File: config.mk
export PLATFORM = sky130hd
export DESIGN_NAME = output_arbiter_flat
export DESIGN_NICKNAME = d
export VERILOG_FILES = /design/src/rtl/output_arbiter_pkg.sv /design/src/rtl/output_arbiter_if.sv /design/src/rtl/output_arbiter_rr_pick.sv /design/src/rtl/output_arbiter.sv /design/src/flat_wrapper.sv
export SDC_FILE = /design/constraint.sdc
export NUM_CORES = 1
export LEC_CHECK = 0
export ABC_AREA = 1
export ABC_CLOCK_PERIOD_IN_PS = 4100
export CAP_MARGIN = 20
export CELL_PAD_IN_SITES_DETAIL_PLACEMENT = 2
export CELL_PAD_IN_SITES_GLOBAL_PLACEMENT = 2
export CORE_MARGIN = 1.5
export CORE_UTILIZATION = 31
export CTS_CLUSTER_SIZE = 10
export DETAILED_ROUTE_END_ITERATION = 10
export DONT_BUFFER_PORTS = 1
export PLACE_DENSITY = 0.64
export SLEW_MARGIN = 20
export SYNTH_ARGS = -nofsm -noshare
export SYNTH_HDL_FRONTEND = slang
export SYNTH_HIERARCHICAL = 1
export SYNTH_SLANG_ARGS = --single-unit
File: constraint.sdc
create_clock -name clk_in -period 4.1 [get_ports clk_in]
set_input_delay 0.41 -clock clk_in [delete_from_list [all_inputs] [get_ports clk_in]]
set_output_delay 0.41 -clock clk_in [all_outputs]
set_load 0.1 [all_outputs]
File: src/rtl/output_arbiter_pkg.sv
// Shared definitions for output_arbiter and its round-robin picker:
// FSM state encodings and the channel/data defaults shared with output_filter.
package output_arbiter_pkg;

    localparam int OPA_N_CHAN = 8;
    localparam int OPA_W_CHAN = 5;
    localparam int OPA_W_DATA = 16;
    localparam int OPA_W_CNT  = 16;

    typedef enum logic [0:0] {
        OPA_IDLE  = 1'b0,
        OPA_ISSUE = 1'b1
    } opa_state_e;

endpackage

File: src/rtl/output_arbiter_if.sv
// Bus between output_filter, output_arbiter and the downstream instruction controller.
// Handshake: dv_in has no backpressure; an instruction transfers on a clk_in edge where
// instr_valid && instr_ready, and instr_valid/instr_chan/instr_data hold while valid && !ready.
interface output_arbiter_if #(
    parameter int W_CHAN = 5,
    parameter int W_DATA = 16,
    parameter int W_CNT  = 16
) ();

    logic              dv_in;
    logic [W_CHAN-1:0] chan_in;
    logic [W_DATA-1:0] data_in;
    logic              instr_ready;
    logic              instr_valid;
    logic [W_CHAN-1:0] instr_chan;
    logic [W_DATA-1:0] instr_data;
    logic [W_CNT-1:0]  ovwr_count;

    modport master (
        output dv_in, chan_in, data_in, instr_ready,
        input  instr_valid, instr_chan, instr_data, ovwr_count
    );

    modport slave (
        input  dv_in, chan_in, data_in, instr_ready,
        output instr_valid, instr_chan, instr_data, ovwr_count
    );

endinterface

File: src/rtl/output_arbiter_rr_pick.sv
// Combinational round-robin picker: first pending channel at or after i_rr_ptr,
// wrapping at N_CHAN-1. Also used by the DDS-side arbiter.
module output_arbiter_rr_pick
    import output_arbiter_pkg::*;
#(
    parameter int N_CHAN = OPA_N_CHAN,
    parameter int W_CHAN = OPA_W_CHAN
) (
    input  logic [N_CHAN-1:0] i_pend,
    input  logic [W_CHAN-1:0] i_rr_ptr,
    output logic              o_grant_valid,
    output logic [W_CHAN-1:0] o_grant_chan
);

    logic [N_CHAN-1:0] w_rot;
    logic [W_CHAN:0]   w_sum;

    // Rotate so bit k of w_rot is channel (i_rr_ptr + k) mod N_CHAN.
    assign w_rot = N_CHAN'({i_pend, i_pend} >> i_rr_ptr);

    // Walk from the far end so the nearest pending channel is the last assignment.
    always_comb begin
        o_grant_valid = 1'b0;
        o_grant_chan  = '0;
        w_sum         = '0;
        for (int k = N_CHAN - 1; k >= 0; k--) begin
            if (w_rot[k]) begin
                w_sum = {1'b0, i_rr_ptr} + (W_CHAN + 1)'(k);
                if (w_sum >= (W_CHAN + 1)'(N_CHAN)) begin
                    w_sum = w_sum - (W_CHAN + 1)'(N_CHAN);
                end
                o_grant_valid = 1'b1;
                o_grant_chan  = w_sum[W_CHAN-1:0];
            end
        end
    end

endmodule

File: src/rtl/output_arbiter.sv
// Coalescing per-channel holding store with round-robin issue over valid/ready.
// Optional saturating overwrite counter enabled by defining OPA_OVWR_CNT_EN.
module output_arbiter
    import output_arbiter_pkg::*;
#(
    parameter int W_CHAN = OPA_W_CHAN,
    parameter int N_CHAN = OPA_N_CHAN,
    parameter int W_DATA = OPA_W_DATA,
    parameter int W_CNT  = OPA_W_CNT
) (
    input  logic                clk_in,
    input  logic                rst_in,
    output_arbiter_if.slave     bus,
    output opa_state_e          o_dbg_state
);

    opa_state_e        r_state;
    opa_state_e        w_state_nxt;
    logic [W_DATA-1:0] r_data_mem [N_CHAN];
    logic [N_CHAN-1:0] r_pend;
    logic [W_CHAN-1:0] r_rr_ptr;
    logic [W_CHAN-1:0] r_instr_chan;
    logic [W_DATA-1:0] r_instr_data;

    logic              w_grant_valid;
    logic [W_CHAN-1:0] w_grant_chan;
    logic [W_DATA-1:0] w_grant_data;
    logic              w_cap;
    logic              w_xfer;
    logic              w_grant;
    logic [N_CHAN-1:0] w_cap_onehot;
    logic [N_CHAN-1:0] w_grant_onehot;
    logic [N_CHAN-1:0] w_pend_nxt;

    output_arbiter_rr_pick #(
        .N_CHAN (N_CHAN),
        .W_CHAN (W_CHAN)
    ) u_rr_pick (
        .i_pend        (r_pend),
        .i_rr_ptr      (r_rr_ptr),
        .o_grant_valid (w_grant_valid),
        .o_grant_chan  (w_grant_chan)
    );

    assign w_cap   = bus.dv_in && ({1'b0, bus.chan_in} < (W_CHAN + 1)'(N_CHAN));
    assign w_xfer  = (r_state == OPA_ISSUE) && bus.instr_ready;
    assign w_grant = w_grant_valid && ((r_state == OPA_IDLE) || w_xfer);

    always_comb begin
        w_cap_onehot   = '0;
        w_grant_onehot = '0;
        w_grant_data   = '0;
        for (int i = 0; i < N_CHAN; i++) begin
            w_cap_onehot[i]   = w_cap && (bus.chan_in == W_CHAN'(i));
            w_grant_onehot[i] = w_grant && (w_grant_chan == W_CHAN'(i));
            if (w_grant_chan == W_CHAN'(i)) begin
                w_grant_data = r_data_mem[i];
            end
        end
    end

    // A capture landing on the channel being granted keeps it pending.
    assign w_pend_nxt = (r_pend & ~w_grant_onehot) | w_cap_onehot;

    always_ff @(posedge clk_in) begin
        if (rst_in) begin
            r_state <= OPA_IDLE;
        end else begin
            r_state <= w_state_nxt;
        end
    end

    always_comb begin
        w_state_nxt = r_state;
        case (r_state)
            OPA_IDLE:  if (w_grant_valid) w_state_nxt = OPA_ISSUE;
            OPA_ISSUE: if (w_xfer && !w_grant_valid) w_state_nxt = OPA_IDLE;
            default:   w_state_nxt = OPA_IDLE;
        endcase
    end

    always_comb begin
        bus.instr_valid = (r_state == OPA_ISSUE);
        o_dbg_state     = r_state;
    end

    always_ff @(posedge clk_in) begin
        if (rst_in) begin
            r_pend       <= '0;
            r_rr_ptr     <= '0;
            r_instr_chan <= '0;
            r_instr_data <= '0;
        end else begin
            r_pend <= w_pend_nxt;
            if (w_grant) begin
                r_instr_chan <= w_grant_chan;
                r_instr_data <= w_grant_data;
                r_rr_ptr     <= (w_grant_chan == W_CHAN'(N_CHAN - 1)) ? '0
                                                                       : w_grant_chan + W_CHAN'(1);
            end
        end
    end

    // Held values survive reset; only the pending flags are cleared.
    always_ff @(posedge clk_in) begin
        for (int i = 0; i < N_CHAN; i++) begin
            if (w_cap_onehot[i]) begin
                r_data_mem[i] <= bus.data_in;
            end
        end
    end

    assign bus.instr_chan = r_instr_chan;
    assign bus.instr_data = r_instr_data;

`ifdef OPA_OVWR_CNT_EN
    logic [W_CNT-1:0] r_ovwr_count;
    logic             w_ovwr;

    assign w_ovwr = |(w_cap_onehot & r_pend & ~w_grant_onehot);

    always_ff @(posedge clk_in) begin
        if (rst_in) begin
            r_ovwr_count <= '0;
        end else if (w_ovwr && (r_ovwr_count != {W_CNT{1'b1}})) begin
            r_ovwr_count <= r_ovwr_count + W_CNT'(1);
        end
    end

    assign bus.ovwr_count = r_ovwr_count;
`else
    assign bus.ovwr_count = {W_CNT{1'b0}};
`endif

endmodule

File: src/flat_wrapper.sv
// flat-port wrapper written by rule: the top's interface ports become plain ports
module output_arbiter_flat import output_arbiter_pkg::*;
#(
    parameter int W_CHAN = OPA_W_CHAN,
    parameter int N_CHAN = OPA_N_CHAN,
    parameter int W_DATA = OPA_W_DATA,
    parameter int W_CNT  = OPA_W_CNT
)
  (clk_in, rst_in, o_dbg_state, bus_dv_in, bus_chan_in, bus_data_in, bus_instr_ready, bus_instr_valid, bus_instr_chan, bus_instr_data, bus_ovwr_count);
  output_arbiter_if #(.W_CHAN(W_CHAN), .W_DATA(W_DATA), .W_CNT(W_CNT)) bus_i ();
  input  logic clk_in;
  input  logic rst_in;
  output opa_state_e o_dbg_state;
  input wire logic [$bits(bus_i.dv_in)-1:0] bus_dv_in;
  input wire logic [$bits(bus_i.chan_in)-1:0] bus_chan_in;
  input wire logic [$bits(bus_i.data_in)-1:0] bus_data_in;
  input wire logic [$bits(bus_i.instr_ready)-1:0] bus_instr_ready;
  output wire logic [$bits(bus_i.instr_valid)-1:0] bus_instr_valid;
  output wire logic [$bits(bus_i.instr_chan)-1:0] bus_instr_chan;
  output wire logic [$bits(bus_i.instr_data)-1:0] bus_instr_data;
  output wire logic [$bits(bus_i.ovwr_count)-1:0] bus_ovwr_count;
  assign bus_i.dv_in = bus_dv_in;
  assign bus_i.chan_in = bus_chan_in;
  assign bus_i.data_in = bus_data_in;
  assign bus_i.instr_ready = bus_instr_ready;
  assign bus_instr_valid = bus_i.instr_valid;
  assign bus_instr_chan = bus_i.instr_chan;
  assign bus_instr_data = bus_i.instr_data;
  assign bus_ovwr_count = bus_i.ovwr_count;
  output_arbiter #(.W_CHAN(W_CHAN), .N_CHAN(N_CHAN), .W_DATA(W_DATA), .W_CNT(W_CNT)) u_core (.clk_in(clk_in), .rst_in(rst_in), .bus(bus_i), .o_dbg_state(o_dbg_state));
endmodule
==> reports/summary.log <==
qor: floorplanning.die_area 28500 µm²
qor: power.power_per_cell_area 887 nW/µm²
qor: setup_path.worstSetupEndpoint u_core/bus.instr_data[10]$_SDFFE_PP0P_
qor: clocking.cts-htree-levels 4
qor: placement.io_buffers 0
qor: logic_synthesis.ys_types 47
qor: power.clock_power_share 0.189
qor: routing.drtPass1Iterations 4
qor: logic_synthesis.synth-main-ff-cell sky130_fd_sc_hd__edfxtp_1
qor: global_routing.gr-usage-met2 0.354
qor: floorplanning.dieHeight 169 µm
qor: floorplanning.die_w 169 µm
qor: floorplanning.pin_count 64
qor: routing.drt-vias-per-instance 4.89
qor: setup_path.cp_data_arrival_time 3.99 ns
qor: clocking.cts.reportedPaths.clkPinSlew 0.07 ns
qor: floorplanning.std_cell_rows 60
qor: power.seq_power_share 0.266
qor: setup_path.reg2reg_slack 0.43 ns
qor: setup_path.critPathRequiredTime 4.43 ns
qor: routing.first_iter_violations 285
qor: sta.finalMaxSlewViolations 0
qor: sta.report.final.setup_viol 0
qor: logic_synthesis.synth.yosys.seq_area_share 0.533
qor: placement.place_inst 1340
qor: clocking.clock_path_buffers 2
qor: global_routing.globalRouteMet1Util 0.260
qor: setup_path.critical_path.max_fanout 14
qor: hold_path.holdCritPathClass primary input to register
qor: floorplanning.core_region_area 27000 µm²
qor: global_routing.grt.busiest_layer met2
qor: clocking.clk-insertion-delay-late 0.44 ns
qor: power.p_sw_frac 0.516
qor: setup_path.worst_r2r_endpoint u_core/bus.instr_data[10]$_SDFFE_PP0P_
qor: logic_synthesis.async_flop_share 0
qor: routing.drtAntennaViolNets 0
qor: layout.antenna_cells_inserted 0
qor: routing.drt_drc_violations_left 0
qor: layout.finish.net_count 1061
qor: global_routing.first_global_vias 7226
qor: sta.timing_worst_slew_pin_value 1.10 ns
qor: setup_path.worstSetupStartpoint u_core/r_rr_ptr[0]$_SDFFE_PP0P_
qor: routing.route.detailed.wl_per_inst 20.0 µm
qor: sta.fin_setup_tns 0 ns
qor: setup_path.timing.reg2reg.worst_path_depth 30
qor: clocking.cts_tree built
qor: power.power_report.internal_total 4140 µW
qor: setup_path.timing.critical_path.slowest_cell_delay 0.36 ns
qor: power.leakagePower 0.00416 µW
qor: power.power.ir.vdd_worst 362 µV
qor: layout.syn_to_final_growth 13.3%
qor: logic_synthesis.synth_enable_flop_cells 128
qor: logic_synthesis.postSynthCellCount 998
qor: logic_synthesis.post_synthesis_sequential_element_count 163
qor: clocking.numClockSinks 163
qor: setup_path.crit_path_top_delay_cell sky130_fd_sc_hd__clkinv_2
qor: global_routing.number_of_antenna_violations_at_the_first_check_in_global_routing 1
qor: layout.instances_no_fill 1372
qor: sta.clock_skew 0.0232 ns
qor: routing.num_vias 6711
qor: global_routing.groute.layer.met3.usage 0.0362
qor: clocking.post_cts_buffers 0
qor: clocking.cts-buffers-inserted 17
qor: outcome.run_status finished, final reports clean
qor: logic_synthesis.synth.avg_cell_area 8.54 µm²
qor: sta.max_freq 0.273 GHz
qor: setup_path.critical_path.endpoint_type register
qor: floorplanning.initial_cell_density_of_the_core 0.316
qor: clocking.hold_buffers 0
qor: setup_path.timing_worst_setup_path_type register to register
qor: power.share_comb_of_total_power 0.545
qor: sta.maxSlewHeadroom 0.264
qor: sta.layout_min_cycle_time 3.67 ns
qor: placement.gpl.final_weighted_congestion 0.814
qor: logic_synthesis.synth.cell_area 8520 µm²
qor: sta.timing.final.crit_share 0.894
qor: global_routing.largest_net_degree_at_the_start_of_global_routing 36
qor: run.max_cap_viols 0
qor: setup_path.crit_path_start_kind register
qor: logic_synthesis.yosysWarningCount 6
qor: setup_path.worst_path_most_repeated_cell sky130_fd_sc_hd__nand2_1
qor: global_routing.grt-ovfl-total 0
qor: clocking.ctsRootBufferMaster sky130_fd_sc_hd__clkbuf_16
qor: sta.rsz0062_at_grt false
qor: power.netSwitchingPower 4420 µW
qor: layout.layout-drive-gt1-share 0.139
qor: setup_path.crit-reg2reg-launch u_core/r_rr_ptr[0]$_SDFFE_PP0P_
qor: sta.hold_viol_final 0
qor: routing.totalWireLength 27.4 mm
qor: global_routing.grt_pass1_wl 42.6 mm
qor: global_routing.groute.usage.overall 0.202
qor: sta.hold-worst-slack 0.0379 ns
qor: placement.dp_hpwl 19.0 mm
## cell type report
| type | count | area (µm²) |
|---|---|---|
| repair buffers | 43 | 360 |
| well taps | 341 | 427 |
| flip-flops and latches | 163 | 4550 |
| clock buffers | 17 | 425 |
| clock inverters | 15 | 179 |
| fillers | 3073 | 17300 |
| inverters | 113 | 425 |
| multi-input cells | 680 | 3290 |
## state kept, by name (all words and copies together), names as in the netlist
register / count
u_core/bus.instr_chan: 5
u_core/r_pend: 8
u_core/r_data_mem: 128
u_core/bus.instr_data: 16
u_core/r_rr_ptr: 5
u_core/bus.instr_valid: 1
## stage by stage
stage               setup slack (ns)  cell area [µm²]  total power [µW]   util
CTS                            0.181             9640              8730  0.358
global route                  0.0249             9650              9300  0.358
detailed placement            -0.151             9030              7050  0.335
floorplan                      0.982             8570              5500      -
global placement             -0.0236             9030              6960  0.335
finish                         0.434             9650              8560  0.358
## power by group through the flow
stage               combinational, µW  sequential, µW  clock, µW
floorplan                        3170            2330          0
global placement                 4650            2310          0
detailed placement               4740            2310          0
CTS                              4780            2280       1670
global route                     5300            2290       1720
finish                           4670            2270       1620
## what timing repair did
action	4_1_cts	5_1_grt
hold endpoints to repair	0	0
resized for setup	1	2
setup endpoints to repair	11	11
## cell usage in the layout (no fill, tap or decap), drive strengths merged, types with 3 or more instances in the layout
master  Yosys  final
nand2     301    301
edfxtp    128    128
inv       111    118
nor2      108    108
nand3      95     95
o21ai      56     56
buf        42     43
a21oi      38     38
dfxtp      35     35
ha         18     18
clkbuf     15     17
conb        1     16
o21bai     11     11
xor2        8      8
clkinv      2      8
or2         6      6
a211oi      4      4
nand4       4      4
nor3        3      3
## worst max-delay path, delay by kind of cell, from the launching register on
kind / cells / cell delay [ns]
and+or+nand+nor: 22 / 1.98
buffers and inverters: 6 / 0.97
DFF: 1 / 0.34
adders and majority gates: 1 / 0.18
AOI/OAI and AO/OA: 1 / 0.07
## worst min-delay path by stage
stage	from	to	slack, ns	cells after the start
after floorplan	u_core/r_rr_ptr[4]$_SDFFE_PP0P_	u_core/r_rr_ptr[4]$_SDFFE_PP0P_	0.46	2
after global placement	u_core/r_pend[6]$_SDFF_PP0_	u_core/r_pend[6]$_SDFF_PP0_	0.48	2
after detailed placement	rst_in	u_core/bus.instr_valid$_SDFF_PP0_	0.48	1
after CTS	rst_in	u_core/bus.instr_valid$_SDFF_PP0_	0.01	1
after global routing	rst_in	u_core/bus.instr_valid$_SDFF_PP0_	0.01	1
final	rst_in	u_core/bus.instr_valid$_SDFF_PP0_	0.04	1
## synth_stat cells, types with 4 or more instances
cell / n / area (µm²)
sky130_fd_sc_hd__buf_4: 21 / 158
sky130_fd_sc_hd__nor2_4: 5 / 56.3
sky130_fd_sc_hd__nor2_2: 5 / 31.3
sky130_fd_sc_hd__ha_1: 18 / 225
sky130_fd_sc_hd__inv_1: 83 / 312
sky130_fd_sc_hd__nand3_1: 92 / 460
sky130_fd_sc_hd__nand2_1: 289 / 1080
sky130_fd_sc_hd__nor2_1: 97 / 364
sky130_fd_sc_hd__dfxtp_1: 35 / 701
sky130_fd_sc_hd__nand2_2: 11 / 68.8
sky130_fd_sc_hd__edfxtp_1: 128 / 3840
sky130_fd_sc_hd__clkbuf_1: 14 / 52.6
sky130_fd_sc_hd__o21ai_0: 45 / 225
sky130_fd_sc_hd__a211oi_1: 4 / 30.0
sky130_fd_sc_hd__o21ai_1: 10 / 50.1
sky130_fd_sc_hd__o21bai_1: 11 / 82.6
sky130_fd_sc_hd__a21oi_1: 38 / 190
sky130_fd_sc_hd__buf_2: 14 / 70.1
sky130_fd_sc_hd__nand4_1: 4 / 25.0
sky130_fd_sc_hd__xor2_1: 8 / 70.1
sky130_fd_sc_hd__buf_6: 5 / 56.3
sky130_fd_sc_hd__inv_2: 28 / 105
## cells by family (layout without fill, tap and decap cells)
kind of cell / count (synthesis) / count (layout) / share of synthesized area
simple gates: 518 / 518 / 0.261
buf+inv: 170 / 188 / 0.0909
flops: 163 / 163 / 0.533
compound gates: 117 / 117 / 0.0767
fa+ha+maj: 18 / 18 / 0.0264
xor+xnor: 10 / 10 / 0.0103
other cells: 1 / 16 / 0.000440
mux: 1 / 1 / 0.00118
## layer usage
metal  part of all wire  up-vias
li1                   -     3253
met1               0.44     3342
met2               0.50      103
met3              0.047       13
met4             0.0080        0
met5                  0        -
Power figures use the tool's default switching activity.
